File: src/rtl/add_pipe2.sv
// Two-stage pipelined add/subtract with valid/ready on both ports.
// Stage 1 adds the low half and registers its carry; stage 2 adds the high half.
module add_pipe2 #(
    parameter int WIDTH = 32
) (
    input  logic             clk,
    input  logic             rst_n,
    input  logic             in_valid,
    output logic             in_ready,
    input  logic [WIDTH-1:0] in_a,
    input  logic [WIDTH-1:0] in_b,
    input  logic             in_sub,
    output logic             out_valid,
    input  logic             out_ready,
    output logic [WIDTH-1:0] out_sum,
    output logic             out_carry,
    output logic             out_overflow
);

    localparam int H = WIDTH / 2;

    logic [WIDTH-1:0] b_eff_s;
    logic [H:0]       lo_sum_s;
    logic [H:0]       hi_sum_s;
    logic [WIDTH-1:0] sum_s;
    logic             ovf_s;
    logic             adv2_s;
    logic             in_ready_s;
    logic             load1_s;

    logic             s1_valid_r;
    logic [H-1:0]     s1_lo_r;
    logic             s1_c_lo_r;
    logic [H-1:0]     s1_a_hi_r;
    logic [H-1:0]     s1_b_hi_r;
    logic             s1_a_msb_r;
    logic             s1_b_msb_r;

    logic             out_valid_r;
    logic [WIDTH-1:0] out_sum_r;
    logic             out_carry_r;
    logic             out_overflow_r;

    // Operand preparation and low-half add; subtract is A + ~B + 1.
    always_comb begin
        if (in_sub) begin
            b_eff_s = ~in_b;
        end else begin
            b_eff_s = in_b;
        end
        lo_sum_s = {1'b0, in_a[H-1:0]} + {1'b0, b_eff_s[H-1:0]} + {{H{1'b0}}, in_sub};
    end

    // High-half add from registered carry, and signed overflow detection.
    always_comb begin
        hi_sum_s = {1'b0, s1_a_hi_r} + {1'b0, s1_b_hi_r} + {{H{1'b0}}, s1_c_lo_r};
        sum_s    = {hi_sum_s[H-1:0], s1_lo_r};
        ovf_s    = (s1_a_msb_r == s1_b_msb_r) && (sum_s[WIDTH-1] != s1_a_msb_r);
    end

    // Handshake: stage 2 frees when empty or drained; stage 1 frees when empty or stage 2 frees.
    always_comb begin
        adv2_s     = !out_valid_r || out_ready;
        in_ready_s = !s1_valid_r || adv2_s;
        load1_s    = in_ready_s && in_valid;
    end

    // Stage-1 register: valid flag follows in_valid whenever the stage can accept.
    always_ff @(posedge clk or negedge rst_n) begin
        if (!rst_n) begin
            s1_valid_r <= 1'b0;
            s1_lo_r    <= '0;
            s1_c_lo_r  <= 1'b0;
            s1_a_hi_r  <= '0;
            s1_b_hi_r  <= '0;
            s1_a_msb_r <= 1'b0;
            s1_b_msb_r <= 1'b0;
        end else begin
            if (in_ready_s) begin
                s1_valid_r <= in_valid;
            end
            if (load1_s) begin
                s1_lo_r    <= lo_sum_s[H-1:0];
                s1_c_lo_r  <= lo_sum_s[H];
                s1_a_hi_r  <= in_a[WIDTH-1:H];
                s1_b_hi_r  <= b_eff_s[WIDTH-1:H];
                s1_a_msb_r <= in_a[WIDTH-1];
                s1_b_msb_r <= b_eff_s[WIDTH-1];
            end
        end
    end

    // Output register: holds steady while stalled, otherwise takes stage 1.
    always_ff @(posedge clk or negedge rst_n) begin
        if (!rst_n) begin
            out_valid_r    <= 1'b0;
            out_sum_r      <= '0;
            out_carry_r    <= 1'b0;
            out_overflow_r <= 1'b0;
        end else if (adv2_s) begin
            out_valid_r    <= s1_valid_r;
            out_sum_r      <= sum_s;
            out_carry_r    <= hi_sum_s[H];
            out_overflow_r <= ovf_s;
        end
    end

    assign in_ready     = in_ready_s;
    assign out_valid    = out_valid_r;
    assign out_sum      = out_sum_r;
    assign out_carry    = out_carry_r;
    assign out_overflow = out_overflow_r;

endmodule
File: config.mk
export PLATFORM = sky130hd
export DESIGN_NAME = add_pipe2
export DESIGN_NICKNAME = d
export VERILOG_FILES = /design/src/rtl/add_pipe2.sv
export SDC_FILE = /design/constraint.sdc
export NUM_CORES = 1
export LEC_CHECK = 0
export BUFFER_PORTS_ARGS = -buffer_cell sky130_fd_sc_hd__buf_4
export CORE_UTILIZATION = 55
export DETAILED_ROUTE_END_ITERATION = 16
export GPL_ROUTABILITY_DRIVEN = 0
export GPL_TIMING_DRIVEN = 0
export PLACE_DENSITY = 0.8
export SLEW_MARGIN = 5
export SYNTH_ARGS = -nofsm -noshare
export SYNTH_HDL_FRONTEND = slang
export SYNTH_SLANG_ARGS = --single-unit
File: constraint.sdc
create_clock -name clk -period 3.16 [get_ports clk]
set_input_delay 0.632 -clock clk [delete_from_list [all_inputs] [get_ports clk]]
set_output_delay 0.632 -clock clk [all_outputs]
set_load 0.01 [all_outputs]
======== Yosys cells after proc, flatten, opt, wreduce, memory -nomap -nowiden ========
Cells that the tools add are included.
word-level totals
  bits in registers ....................... 87
  logic and storage cells ................. 25
  output and inout bits ................... 36
  input port bits ......................... 69
cells by class
  add/subtract/negate cells ............... 4
  equality and inequality tests ........... 2
  reductions and logical operators ........ 6
  muxes and demuxes ....................... 1
  bitwise operators ....................... 1
operators with widths
  kind                 count
  $add A16 B16 Y17     2
  $add A17 B1 Y17      2
  $mux W32             1
  $not A32 Y32         1
  $logic_and A1 B1 Y1  2
  $logic_not A1 Y1     2
  $logic_or A1 B1 Y1   2
  $eq A1 B1 Y1         1
  $ne A1 B1 Y1         1

======== Logic depth before layout (Yosys ltp) ========
  depth after elaboration ................. 4
  mapped depth ............................ 11
  mapped depth without buffers ............ 9

======== Worst setup path after synthesis ========
No wires, ideal clock.
  path type ............................... input -> register
  start point ............................. in in_sub
  end point ............................... reg s1_lo_r[14]
  cell stages on the path ................. 11
  slack ................................... -40 ps
  required time ........................... 3078 ps
  arrival ................................. 3118 ps
  cell sequence ........................... buf_6 clkbuf_1 xor2_1 inv_1 fa_1 and2b_1 o31a_2 nor4_2 o211a_1 or4_1 a31oi_1
between the ends
  cells in the longest elaborated chain, start to end .. 3
ends and longest elaborated chain
  element                 line  text
  start: declaration      12    input logic in_sub,
  $mux W32                46    if (in_sub) begin
  $add A16 B16 Y17        51    lo_sum_s = {1'b0, in_a[H-1:0]} + {1'b0, b_eff_s[H-1:0]} + {{H{1'b0}}, in_sub};
  $add A17 B1 Y17 *       51
  end signal: assignment  83    s1_lo_r <= lo_sum_s[H-1:0];
  end: declaration        32    logic [H-1:0] s1_lo_r;
Every way passes the cells marked *; elsewhere a longest branch is shown, timed or not.
A chain may end at the register's enable or synchronous reset.

======== Worst setup path in the final report ========
  start point ............................. reg s1_c_lo_r
  end point ............................... reg out_sum_r[30] (netlist: out_sum[30])
between the ends
  cells in the longest elaborated chain, start to end .. 1
ends and longest elaborated chain
  element                   line  text
  start: declaration        33    logic s1_c_lo_r;
  start signal: assignment  84    s1_c_lo_r <= lo_sum_s[H];
  $add A17 B1 Y17           56    hi_sum_s = {1'b0, s1_a_hi_r} + {1'b0, s1_b_hi_r} + {{H{1'b0}}, s1_c_lo_r};
  end signal: assignment    102   out_sum_r <= sum_s;
  end: declaration          40    logic [WIDTH-1:0] out_sum_r;
No other way between the ends.

==> results by stage <==
Die:
- The width of the die is 96.9 um.
- The die covers 9390 um2.
- The overall die height is between 90 and 100 um.
- In this run the standard cell core region covers 8720 um2.
- The total I/O pin count is 105.
- The starting density of the core is 56.8%.
- The row count is 34.

Yosys:
- Counting flops with an async set or reset pin after synthesis yields a share of 100%.
- For this run, the register share of the synthesized area comes to 43.0%.
- Yosys mapped the design onto 51 distinct sky130hd cell types.
- The cell area after synthesis is 4950 um2.
- In the post-synthesis netlist, the cell with the most instances is nand2_1.
- The count of flip-flops with a built-in enable after synthesis is 0.
- The average cell area after synthesis is 8.96 um2.
- The fraction of synthesized cell area taken by the top area cell type is 43.0%.
- The post-synthesis net count is 655.
- The Yosys step of the flow raised 0 warnings.
- The number of storage elements in the synthesis netlist is 85.
- By count the netlist is led by nand2_1 (145), dfrtp_1 (85), o21ai_0 (41), nor2_1 (31), xnor2_1 (31).
- The cell taking the most area after synthesis is dfrtp_1.
- The dominant synthesized flop cell is dfrtp_1.
- By area the synthesized netlist is led by dfrtp_1 (43%), nand2_1 (11%), ha_1 (7.6%), xnor2_1 (5.5%), o21ai_0 (4.1%).
- Synthesis produced 553 cells.

Setup path:
- The family with the most delay on the worst path is compound AO/OA/AOI/OAI gates.
- Together, buffers and inverters on the worst path number 0.
- On the worst path, the slowest cell contributes a delay of just over 0.5 ns.
- The kind of capture point of the worst setup path is a flip-flop.
- The signal on the critical path passes through fa_1 -> fa_1 -> a211oi_1 -> o21ai_0 -> a31oi_1 -> a311oi_1 -> a21boi_0 -> a21o_1.
- The maximum fanout along the worst path is 3.
- The arrival time of data at the critical path endpoint is 3.22 ns.
- The most prevalent standard cell on the critical path is fa_1.
- The critical path required time is 3.43 ns.
- The largest individual stage delay along the critical path comes from the cell fa_1.
- The kind of start point of the critical path is a flip-flop.
- The worst setup path is of the flip-flop to flip-flop kind.

Finish:
- In the final layout, the share of cells above drive strength 1 is 19.6%.
- The cell area after layout is 6080 um2.
- The final layout net count is 769.
- Relative to the synthesized area, the layout overhead comes to 22.8%.
- The count of antenna diodes in the layout is 0.
- In the final layout, the multi-input gates occupy between 2000 and 3000 um2.
- After filler insertion, the fill cell instance count of the layout stands at ~670.
- The register area is 2130 um2.
- The end-of-flow core utilization is about 70%.

Routing:
- The iteration-0 DRC count of the detailed router is 157.
- After detailed routing, the total wire length is approximately 12 mm.
- The count of antenna-violating nets left after detailed routing is 0.
- In the routed design, unresolved DRC markers number 0.
- The via total after detailed routing is 4361.
- The met1 layer wirelength in the final routing is 5.02 mm.
- Summed over all nets, wire length on met3 after detailed routing comes to 645 um.
- The number of optimization iterations in the first detailed-route pass is 5.
- The detailed route wirelength on metal2 is 6.16 mm.
- The number of vias per cell after detailed routing is approximately 5.6.
- After detailed routing, the average wire length per cell comes to 15.7 um.
- In this run the top signal layer used is met4.

Worst hold path:
- The min-delay analysis places its worst path in the category input port to flip-flop.

Global routing:
- The number of antenna violations at the first check in global routing came to 0.
- The total global routing track utilization is between 20% and 30%.
- The total congestion overflow is 0.
- The via count of the first global-routing pass was ~4400.
- The maximum number of pins on one net before global-route repair is 86.
- The first global-routing pass estimated around 20 mm of wire.

Timing:
- The number of max-slew violations in the final report came to 0.
- On the final layout, the worst clock skew is about 0.012 ns.
- The portion of the clock cycle consumed by the worst path in the final layout is 93.3%.
- Setup violations remaining at the end of the flow were counted as 0.
- The number of failing hold endpoints at the final stage was 0.
- Setup total negative slack on the finished layout was measured at 0 ns.
- Timing would allow up to 339 MHz.
- The worst path meets setup with 0.213 ns of slack.
- Headroom to the max-slew limit came out at 31.2%.
- The slew at the pin closest to its max-slew limit is 1.03 ns.
- Setup repair after global routing left no endpoint under its margin.
- The worst path needs 2.95 ns of the cycle, external delays included.

Outcome:
- The run finished with clean final reports.

Clocking:
- At the later pin of the worst-skew pair, clock insertion delay measures 0.37 ns.
- The deepest level of the CTS H-tree is 3.
- After clock tree synthesis, the repair step resized 0 gates.
- Counting the buffers created by CTS gives 9.
- The hold-fix buffer count after cts is 0.
- The number of buffers added for setup after CTS is 0.
- The clock passes through at most 2 buffers.
- The buffer type at the clock tree root is clkbuf_8.
- The TritonCTS clock tree is done.
- The post-CTS clock slew at the launch and capture registers of the worst setup and hold paths is roughly 0.090 ns.
- CTS saw 85 sinks.

Power:
- VDD sags by at most 0.301 mV.
- In this run the static leakage power is 2.99 nW.
- Dividing total power by cell area gives a power density of between 600 and 700 nW/um2.

Place:
- The final HPWL from detailed placement is 9.10 mm.
- During placement, the flow inserted port buffers numbering 103.
- Timing analysis after detailed placement gives a worst setup slack of -0.104 ns.
- Summing all placed instances gives a cell area of between 5000 and 6000 um2.

Job:
- Max-cap violations in this run came to 0.
## kinds of logic after synthesis
| logic type | count (synthesis) | synth area share (%) |
|---|---|---|
| flops | 85 | 43.0 |
| xor+xnor | 52 | 9.20 |
| simple gates | 218 | 18.6 |
| fa+ha+maj | 33 | 8.79 |
| compound gates | 130 | 17.4 |
| mux | 1 | 0.278 |
| buf+inv | 34 | 2.73 |
## per-layer routing
layer | vias up | GRT usage, %
li1 | 2122 | -
met1 | 2066 | 31.6
met2 | 138 | 46.5
met3 | 35 | 4.84
met4 | 0 | 13.5
met5 | - | 0
## worst paths after layout
| path | from | end | slack, ns | cells after the start |
|---|---|---|---|---|
| max | s1_c_lo_r | out_sum[30] | 0.21 | 8 |
| min | in_a[27] | s1_a_hi_r[11] | 0.44 | 3 |
| max reg2reg | s1_c_lo_r | out_sum[30] | 0.21 | 8 |
| min reg2reg | out_sum[16] | out_sum[16] | 0.47 | 2 |
| max in group asynchronous | rst_n | out_sum[12] | 2.07 | 1 |
| min in group asynchronous | rst_n | out_sum[30] | 0.45 | 1 |
## metrics by stage
step	hold slack, ns	power (mW)	instances
floorplan	0.336	2.43	553
global placement	0.445	2.93	764
detailed placement	0.457	3.00	764
CTS	0.446	3.86	780
global route	0.453	4.08	780
finish	0.442	3.86	780
## state kept, by name (all words and copies together) (netlist names)
register,count
out_valid,1
s1_lo_r,16
out_carry,1
s1_b_hi_r,16
s1_valid_r,1
out_overflow,1
s1_a_hi_r,16
out_sum,32
s1_c_lo_r,1
## layout make-up
cell class                 count  share of cell area, %
buffer                        25                   1.69
clock inverter                 7                   1.60
sequential                    85                   35.0
clock buffer                   9                   2.04
tap                          108                   2.22
multi-input combinational    434                   44.2
inverter                       9                  0.555
timing repair buffer         103                   12.7
## power breakdown
group	switching (mW)	internal, mW	total [mW]
clock	0.409	0.447	0.856
sequential	0.182	1.37	1.55
combinational	0.771	0.688	1.46
## worst reg2reg max path: stages, from the launching register on
cell and delay (ns):
dfrtp_1 0.42, fa_1 0.51, fa_1 0.45, a211oi_1 0.35
o21ai_0 0.23, a31oi_1 0.37, a311oi_1 0.16, a21boi_0 0.18
a21o_1 0.17
## cells in the final DEF (no fill, tap or decap), types with 6 or more instances in the layout
| cell | Yosys | layout |
|---|---|---|
| xnor2_1 | 31 | 31 |
| nand2_1 | 145 | 145 |
| a21o_1 | 12 | 12 |
| o21a_1 | 7 | 7 |
| nor3_1 | 7 | 7 |
| xor2_1 | 21 | 21 |
| dfrtp_1 | 85 | 85 |
| buf_4 | 0 | 103 |
| inv_1 | 9 | 9 |
| o21ai_0 | 41 | 41 |
| clkbuf_8 | 0 | 9 |
| a211oi_1 | 8 | 8 |
| a21oi_1 | 23 | 23 |
| clkbuf_1 | 21 | 20 |
| nor2_1 | 31 | 31 |
| ha_1 | 30 | 30 |
| a31oi_1 | 6 | 6 |
Note: power is estimated with default switching activity, not from simulation.
